## src/rtl/fetch_queue.sv

```systemverilog
// Program-counter owner and DEPTH-entry instruction prefetch queue between the
// instruction memory and the IF/ID register; redirects flush and restart fetch.
module fetch_queue #(
  parameter int               WIDTH    = 32,
  parameter int               DEPTH    = 4,
  parameter logic [WIDTH-1:0] RESET_PC = '0,
  parameter int               PC_STEP  = 4
) (
  input  logic                     clk,
  input  logic                     rst,
  input  logic                     redirect,
  input  logic [WIDTH-1:0]         redirect_pc,
  output logic [WIDTH-1:0]         fetch_pc,
  input  logic [WIDTH-1:0]         fetch_inst,
  input  logic                     deq_stall,
  output logic                     out_valid,
  output logic [WIDTH-1:0]         out_inst,
  output logic [WIDTH-1:0]         out_pc4,
  output logic [$clog2(DEPTH):0]   count,
  output logic                     full,
  output logic                     empty
);

  localparam int PW = $clog2(DEPTH);
  localparam int CW = PW + 1;
  localparam logic [WIDTH-1:0] STEP = WIDTH'(PC_STEP);
  localparam logic [CW-1:0]    DEPTH_C = CW'(DEPTH);

  // Handshake: an entry leaves the head when out_valid=1 and deq_stall=0 at a
  // rising edge; the fetch side writes whenever no redirect is pending and a
  // slot is free or is being freed by that same dequeue.

  logic [WIDTH-1:0] inst_mem [DEPTH];
  logic [WIDTH-1:0] pc4_mem  [DEPTH];
  logic [PW-1:0]    rd_ptr;
  logic [PW-1:0]    wr_ptr;
  logic [CW-1:0]    count_q;
  logic [CW-1:0]    count_d;
  logic [WIDTH-1:0] next_seq_pc;
  logic             enq;
  logic             deq;

  assign full        = (count_q == DEPTH_C);
  assign empty       = (count_q == '0);
  assign count       = count_q;
  assign next_seq_pc = fetch_pc + STEP;

  assign deq = out_valid & ~deq_stall;
  assign enq = ~redirect & (~full | deq);

  assign out_valid = ~empty;
  assign out_inst  = empty ? '0 : inst_mem[rd_ptr];
  assign out_pc4   = empty ? '0 : pc4_mem[rd_ptr];

  always_comb begin
    count_d = count_q;
    case ({enq, deq})
      2'b10:   count_d = count_q + 1'b1;
      2'b01:   count_d = count_q - 1'b1;
      default: count_d = count_q;
    endcase
  end

  always_ff @(posedge clk) begin
    if (rst) begin
      fetch_pc <= RESET_PC;
      rd_ptr   <= '0;
      wr_ptr   <= '0;
      count_q  <= '0;
    end else if (redirect) begin
      // The head shown this cycle is dropped; IF/ID flushes on the same redirect.
      fetch_pc <= redirect_pc;
      rd_ptr   <= '0;
      wr_ptr   <= '0;
      count_q  <= '0;
    end else begin
      if (enq) begin
        fetch_pc <= next_seq_pc;
        wr_ptr   <= wr_ptr + 1'b1;
      end
      if (deq) begin
        rd_ptr <= rd_ptr + 1'b1;
      end
      count_q <= count_d;
    end
  end

  // Storage is not reset; validity is carried entirely by count.
  always_ff @(posedge clk) begin
    if (!rst && enq) begin
      inst_mem[wr_ptr] <= fetch_inst;
      pc4_mem[wr_ptr]  <= next_seq_pc;
    end
  end

endmodule
```

## config.mk

```make
export PLATFORM = sky130hd
export DESIGN_NAME = fetch_queue
export DESIGN_NICKNAME = d
export VERILOG_FILES = /design/src/rtl/fetch_queue.sv
export SDC_FILE = /design/constraint.sdc
export NUM_CORES = 1
export LEC_CHECK = 0
export ABC_AREA = 1
export BUFFER_PORTS_ARGS = -buffer_cell sky130_fd_sc_hd__clkbuf_2
export CORE_UTILIZATION = 26
export DETAILED_ROUTE_END_ITERATION = 8
export PLACE_DENSITY = 0.42
export SYNTH_ARGS = -nofsm -noshare
export SYNTH_HDL_FRONTEND = slang
export SYNTH_SLANG_ARGS = --single-unit
```

## constraint.sdc

```tcl
create_clock -name clk -period 12.31 [get_ports clk]
set_clock_uncertainty 0.05 [all_clocks]
set_input_delay 0 -clock clk [delete_from_list [all_inputs] [get_ports clk]]
set_output_delay 0 -clock clk [all_outputs]
set_load 0.01 [all_outputs]
```

==> results of run 1 <==
-- stage by stage --
| stage | total power (W) | setup slack (ps) | instance area, um2 | instances |
|---|---|---|---|---|
| floorplan | 0.00124 | 8330 | 12500 | 1157 |
| global route | 0.00238 | 8780 | 15700 | 2019 |
| global placement | 0.00132 | 9330 | 14000 | 1889 |
| finish | 0.00229 | 9000 | 15700 | 2020 |
| detailed placement | 0.00132 | 9260 | 14000 | 1889 |
| CTS | 0.00233 | 8900 | 15700 | 2019 |
-- logic make-up (layout without fill, tap and decap cells) --
logic type | count (synthesis) | in the layout
AND/OR/NAND/NOR | 473 | 473
flip-flops | 297 | 297
AO/OA/AOI/OAI | 265 | 265
buffers and inverters | 102 | 349
XOR/XNOR | 14 | 14
adder cells (fa/ha/maj) | 6 | 6
other | 0 | 1
-- path summary, 6_finish.rpt --
check / start / endpoint / slack [ps] / depth (start not counted)
worst max register to register: count[0]$_SDFFE_PP0P_ / pc4_mem[3][20]$_DFFE_PP_ / 9800 / 5
worst min-delay path: rst / fetch_pc[5]$_SDFFE_PP0P_ / 30 / 2
worst min register to register: rd_ptr[0]$_SDFFE_PP0P_ / rd_ptr[0]$_SDFFE_PP0P_ / 430 / 1
worst max-delay path: register / out_inst[21] / 9000 / 7
-- power groups by stage --
| stage | sequential (W) | combinational [W] | clock [W] |
|---|---|---|---|
| finish | 0.00114 | 0.000174 | 0.000982 |
| global placement | 0.00116 | 0.000161 | 0 |
| floorplan | 0.00116 | 0.0000823 | 0 |
| detailed placement | 0.00116 | 0.000161 | 0 |
| CTS | 0.00114 | 0.000179 | 0.00101 |
| global route | 0.00114 | 0.000194 | 0.00105 |
-- area by class of cell --
class / instances / area, um2
tap: 615 / 769
clock inverter: 21 / 146
sequential: 297 / 8510
multi-input combinational: 758 / 3620
antenna: 1 / 2.50
fill: 4911 / 31900
timing repair buffer: 245 / 1580
inverter: 41 / 155
clock buffer: 42 / 945
-- state kept, by name, summed over array words and instances, names as in the netlist, named ones only --
name and count:
pc4_mem 128, inst_mem 128, count 3, wr_ptr 2, fetch_pc 32, rd_ptr 2
-- Yosys cell counts, types with 7 or more instances --
library cell    n  area [um2]
a21oi_1        89         445
a22oi_1        20         150
buf_1          10        37.5
buf_2          25         125
clkbuf_1       24        90.1
dfxtp_1        41         821
edfxtp_1      256        7690
inv_1          39         146
nand2_1       117         439
nand3_1        18        90.1
nor2_1        297        1110
nor2_2          7        43.8
nor2_4          8        90.1
o21ai_0       140         701
-- layer usage --
metal / vias up / part of all wire
met4: 0 / 0.019
met1: 4310 / 0.47
met5: - / 0
met2: 241 / 0.46
li1: 4456 / -
met3: 48 / 0.044
==> flow_summary_export.csv, run 1 <==
group,metric,value,unit
yosys,netlist_instances,1157,
clocking,clk_pin_slew,60,ps
final_layout,num-nets-final,1452,
clocking,cts_root_buf,"clkbuf_16",
yosys,synth_cell_types,35,
yosys,synth_compound_area_frac,0.112,
grt,grtUsageMet3,0.0240,
yosys,synth-seq-cells,297,
clocking,cts_buffers,35,
final_layout,synthToLayoutAreaGrowth,25.7,%
clocking,cts_tree,"yes",
final_layout,drive_gt1_frac,0.188,
final_layout,final_common_cell,"nor2_1",
detailed_routing,postRouteAntennaNets,0,
timing,clock.fmax,302,MHz
worst_hold_path,hold_class,"input port to register",
die,io_pins,170,
yosys,synth_warnings,0,
status,status,"completed",
pwr,pwr-share-comb,0.076,
setup_path,crit_path_top_delay_cell,"buf_4",
setup_path,crit_path_cell_trace,"buf_4 > inv_2 > buf_4 > nor2_1 > o21ai_0 > a21oi_1 > clkbuf_2",
timing,whs,26.6,ps
timing,final.setup.tns,0,ps
yosys,synth_xor_area_frac,0.0122,
grt,grt_antenna_before_repair,0,
clocking,clk_path_buf_depth,3,
setup_path,cp_num_buf_inv,4,
pwr,peakVddDrop,103,uV
grt,grtUsageMet2,0.242,
timing,setup_viol,0,
die,die_area,0.0491,mm2
grt,grt_overflow,0,
die,coreArea,0.0476,mm2
detailed_routing,drc_errors,0,
clocking,clock_sinks,297,
yosys,synthArstFlopShare,0,
yosys,syn_avg_cell_area,10.8,um2
yosys,yosys_most_used_dff,"edfxtp_1",
detailed_routing,wire_per_inst,18.1,um
final_layout,final_util,0.330,
detailed_routing,drt-initial-drc-count,546,
clocking,ctsResizeCount,0,
pwr,p_per_area,146,mW/mm2
grt,grt_pass1_vias,9049,
setup_path,start_kind,"register",
timing,relSlewSlack,0.316,
job,maxCapViolCount,0,
setup_path,arrival,3260,ps
placed_design,routabilityCongestion,0.818,
yosys,synth_fa_ha_area_frac,0.00659,
placed_design,dp.final_hpwl,22700,um
setup_path,slowest_delay,680,ps
die,start_util,0.263,
yosys,synth_edf_count,256,
pwr,p_leak,5.68,nW
clocking,cts_setup_buffers,0,
placed_design,port-buffer-count,169,
timing,rsz0062_at_grt,"false",
pwr,seq_power_share,0.496,
setup_path,path_max_fanout,65,
pwr,p_sw,0.000525,W
pwr,pwr-share-clk,0.428,
yosys,synth_top_family_by_area,"simple AND/OR/NAND/NOR gates",
timing,slew_viol_final,0,
detailed_routing,routed-via-count,9055,
grt,grt_start_max_net_pins,92,
timing,finalHoldViolCount,0,
timing,fin_crit_sh,0.269,
setup_path,worstPathRequired,12260,ps
clocking,clock_latency,510,ps
yosys,yosys.area_share.simple,0.157,
grt,grt_pass1_wl,55200,um
clocking,cts_hold_buffers,67,
pwr,power.internal,0.00177,W
detailed_routing,firstDrtPassIters,6,
yosys,syn_area,0.0125,mm2
setup_path,cp_common_cell,"buf_4",
yosys,muxShareOfSynthArea,0,
timing,period_minus_slack,3310,ps
setup_path,crit_type,"register to output port",
die,die_x,221,um
detailed_routing,viasPerCell,4.48,
grt,gr-max-usage-layer,"met2",
die,die_h,221,um
final_layout,final_cell_mix,"nor2_1 (293), edfxtp_1 (256), clkbuf_2 (169)",
yosys,ys_seq_area_frac,0.679,
clocking,htree_num_levels,2,
timing,worst_slew_pin_slew,1030,ps
setup_path,cp_top_family,"buffers and inverters",
yosys,syn_nets,1231,
detailed_routing,wl,36500,um
die,rows,80,
grt,grtUsageMet1,0.202,
setup_path,critPathCaptureType,"output port",
pwr,swShare,0.229,
grt,track_usage,0.147,
No activity file was read; power rests on OpenSTA's default activity.
==> run 2, diff against run 1 <==
--- a/config.mk
+++ b/config.mk
@@ -9,7 +9,7 @@
 export BUFFER_PORTS_ARGS = -buffer_cell sky130_fd_sc_hd__clkbuf_2
 export CORE_UTILIZATION = 26
 export DETAILED_ROUTE_END_ITERATION = 8
-export PLACE_DENSITY = 0.42
+export PLACE_DENSITY = 0.44
 export SYNTH_ARGS = -nofsm -noshare
 export SYNTH_HDL_FRONTEND = slang
 export SYNTH_SLANG_ARGS = --single-unit
==> constraint.sdc (replaced) <==
create_clock -name clk -period 2.85 [get_ports clk]
set_clock_uncertainty 0.05 [all_clocks]
set_input_delay 0 -clock clk [delete_from_list [all_inputs] [get_ports clk]]
set_output_delay 0 -clock clk [all_outputs]
set_load 0.01 [all_outputs]
==> run 2 against run 1 <==
Worst setup slack worse by 8700 ps. Die area unchanged. First-iteration DRC count down 5.7%. Hold slack improved by 34 ps. Clock power grew to 4.1 times the previous value. Clock-buffer cell count is 2 higher. Global-route usage rose by 0.27 points. Combinational power increased to 4.6 times the previous value. Core utilization rose by 0.70 points. Register-to-register slack lost 9500 ps. Routed wire length increased by 1.0%.
==> flow_summary_export.csv, run 2 (same netlist as run 1, synthesis figures left out) <==
group,metric,value,unit
placed_design,port-buffer-count,169,
job,maxCapViolCount,0,
detailed_routing,wire_per_inst,18.0,um
die,die_area,0.0491,mm2
final_layout,drive_gt1_frac,0.191,
final_layout,fin_cells,2053,
placed_design,dp_cells,1898,
pwr,peakVddDrop,329,uV
pwr,p_per_area,606,mW/mm2
setup_path,critPathCaptureType,"register",
setup_path,arrival,2920,ps
die,coreArea,0.0476,mm2
die,io_pins,170,
detailed_routing,drt-initial-drc-count,515,
clocking,htree_num_levels,2,
grt,grt_overflow,0,
final_layout,final_cell_mix,"nor2_1 (293), edfxtp_1 (256), clkbuf_2 (169)",
clocking,clk_pin_slew,60,ps
detailed_routing,viasPerCell,4.49,
die,die_h,221,um
detailed_routing,firstDrtPassIters,5,
setup_path,start_kind,"register",
timing,relSlewSlack,0.383,
timing,period_minus_slack,2520,ps
worst_hold_path,hold_class,"input port to register",
final_layout,diodes,0,
die,start_util,0.263,
die,rows,80,
timing,worst_slew_pin_slew,925,ps
placed_design,routabilityCongestion,0.834,
setup_path,path_max_fanout,24,
setup_path,crit_type,"register to register",
timing,whs,60.4,ps
final_layout,fill_cells,4876,
clocking,clock_latency,520,ps
timing,fin_crit_sh,0.884,
timing,clock.fmax,397,MHz
timing,fin_ws,331,ps
clocking,cts_buffers,34,
final_layout,largestRegisters,"inst_mem: 128 flops, pc4_mem: 128 flops, fetch_pc: 32 flops",
grt,grt_antenna_before_repair,0,
clocking,cts_tree,"yes",
timing,slew_viol_final,0,
timing,rsz0062_at_grt,"false",
clocking,clock_sinks,297,
pwr,p_leak,5.87,nW
final_layout,seq_area,0.00852,mm2
detailed_routing,routed-via-count,9215,
final_layout,synthToLayoutAreaGrowth,28.3,%
grt,track_usage,0.150,
clocking,cts_hold_buffers,93,
timing,setup_viol,0,
final_layout,num-nets-final,1486,
placed_design,dp.final_hpwl,22500,um
pwr,p_total,0.00973,W
setup_path,worstPathRequired,3260,ps
detailed_routing,wl,36900,um
status,status,"completed",
grt,grt_start_max_net_pins,129,
final_layout,final_common_cell,"nor2_1",
final_layout,multi_input_area,0.00362,mm2
placed_design,dp_slack,778,ps
clocking,cts_root_buf,"clkbuf_16",
grt,grt_pass1_vias,9138,
die,die_x,221,um
grt,grt_pass1_wl,56300,um
clocking,cts_setup_buffers,0,
detailed_routing,drc_errors,0,
detailed_routing,postRouteAntennaNets,0,
timing,finalHoldViolCount,0,
clocking,clk_path_buf_depth,3,
clocking,ctsResizeCount,0,
[run 2: power by group]
part | switching, W | internal [W]
logic | 0.000504 | 0.000300
clock network | 0.00172 | 0.00231
registers | 0.0000688 | 0.00483
total | 0.00229 | 0.00744
[run 2: layout make-up]
type                       instances  share of cell area
clock buffer                      44              0.0553
timing repair buffer             280               0.124
tap                              615              0.0479
sequential                       297               0.530
multi-input combinational        758               0.226
inverter                          41             0.00965
clock inverter                    18             0.00817
[run 2: layer usage]
layer	vias to the layer above	global-route usage	routed length (um)
met3	41	0.0250	1700
met2	233	0.246	17400
li1	4523	-	-
met1	4418	0.207	17100
met4	0	0.0379	647
met5	-	0	0
[run 2: metrics by stage]
stage	TNS, ps	instance area (um2)	util
2_1_floorplan	-25340	12500	-
4_1_cts	0	16100	0.337
3_5_place_dp	0	14100	0.296
5_1_grt	0	16100	0.337
6_report	0	16100	0.337
3_3_place_gp	0	14100	0.296
[run 2: worst paths after layout]
| kind | start | endpoint | slack (ps) | cells after the start |
|---|---|---|---|---|
| max | count[0]$_SDFFE_PP0P_ | fetch_pc[18]$_SDFFE_PP0P_ | 330 | 7 |
| min reg2reg | rd_ptr[1]$_SDFFE_PP0P_ | rd_ptr[1]$_SDFFE_PP0P_ | 420 | 2 |
| min | redirect | fetch_pc[3]$_SDFFE_PP0P_ | 60 | 4 |
| max reg2reg | count[0]$_SDFFE_PP0P_ | fetch_pc[18]$_SDFFE_PP0P_ | 330 | 7 |
[run 2: critical path, stage by stage, from the launching register on]
cell	delay (ps)
dfxtp_1	420
nor2_1	100
nand3_2	130
nand2_1	100
inv_1	660
nand3_1	250
a21oi_1	180
dlygate4sd3_1	550
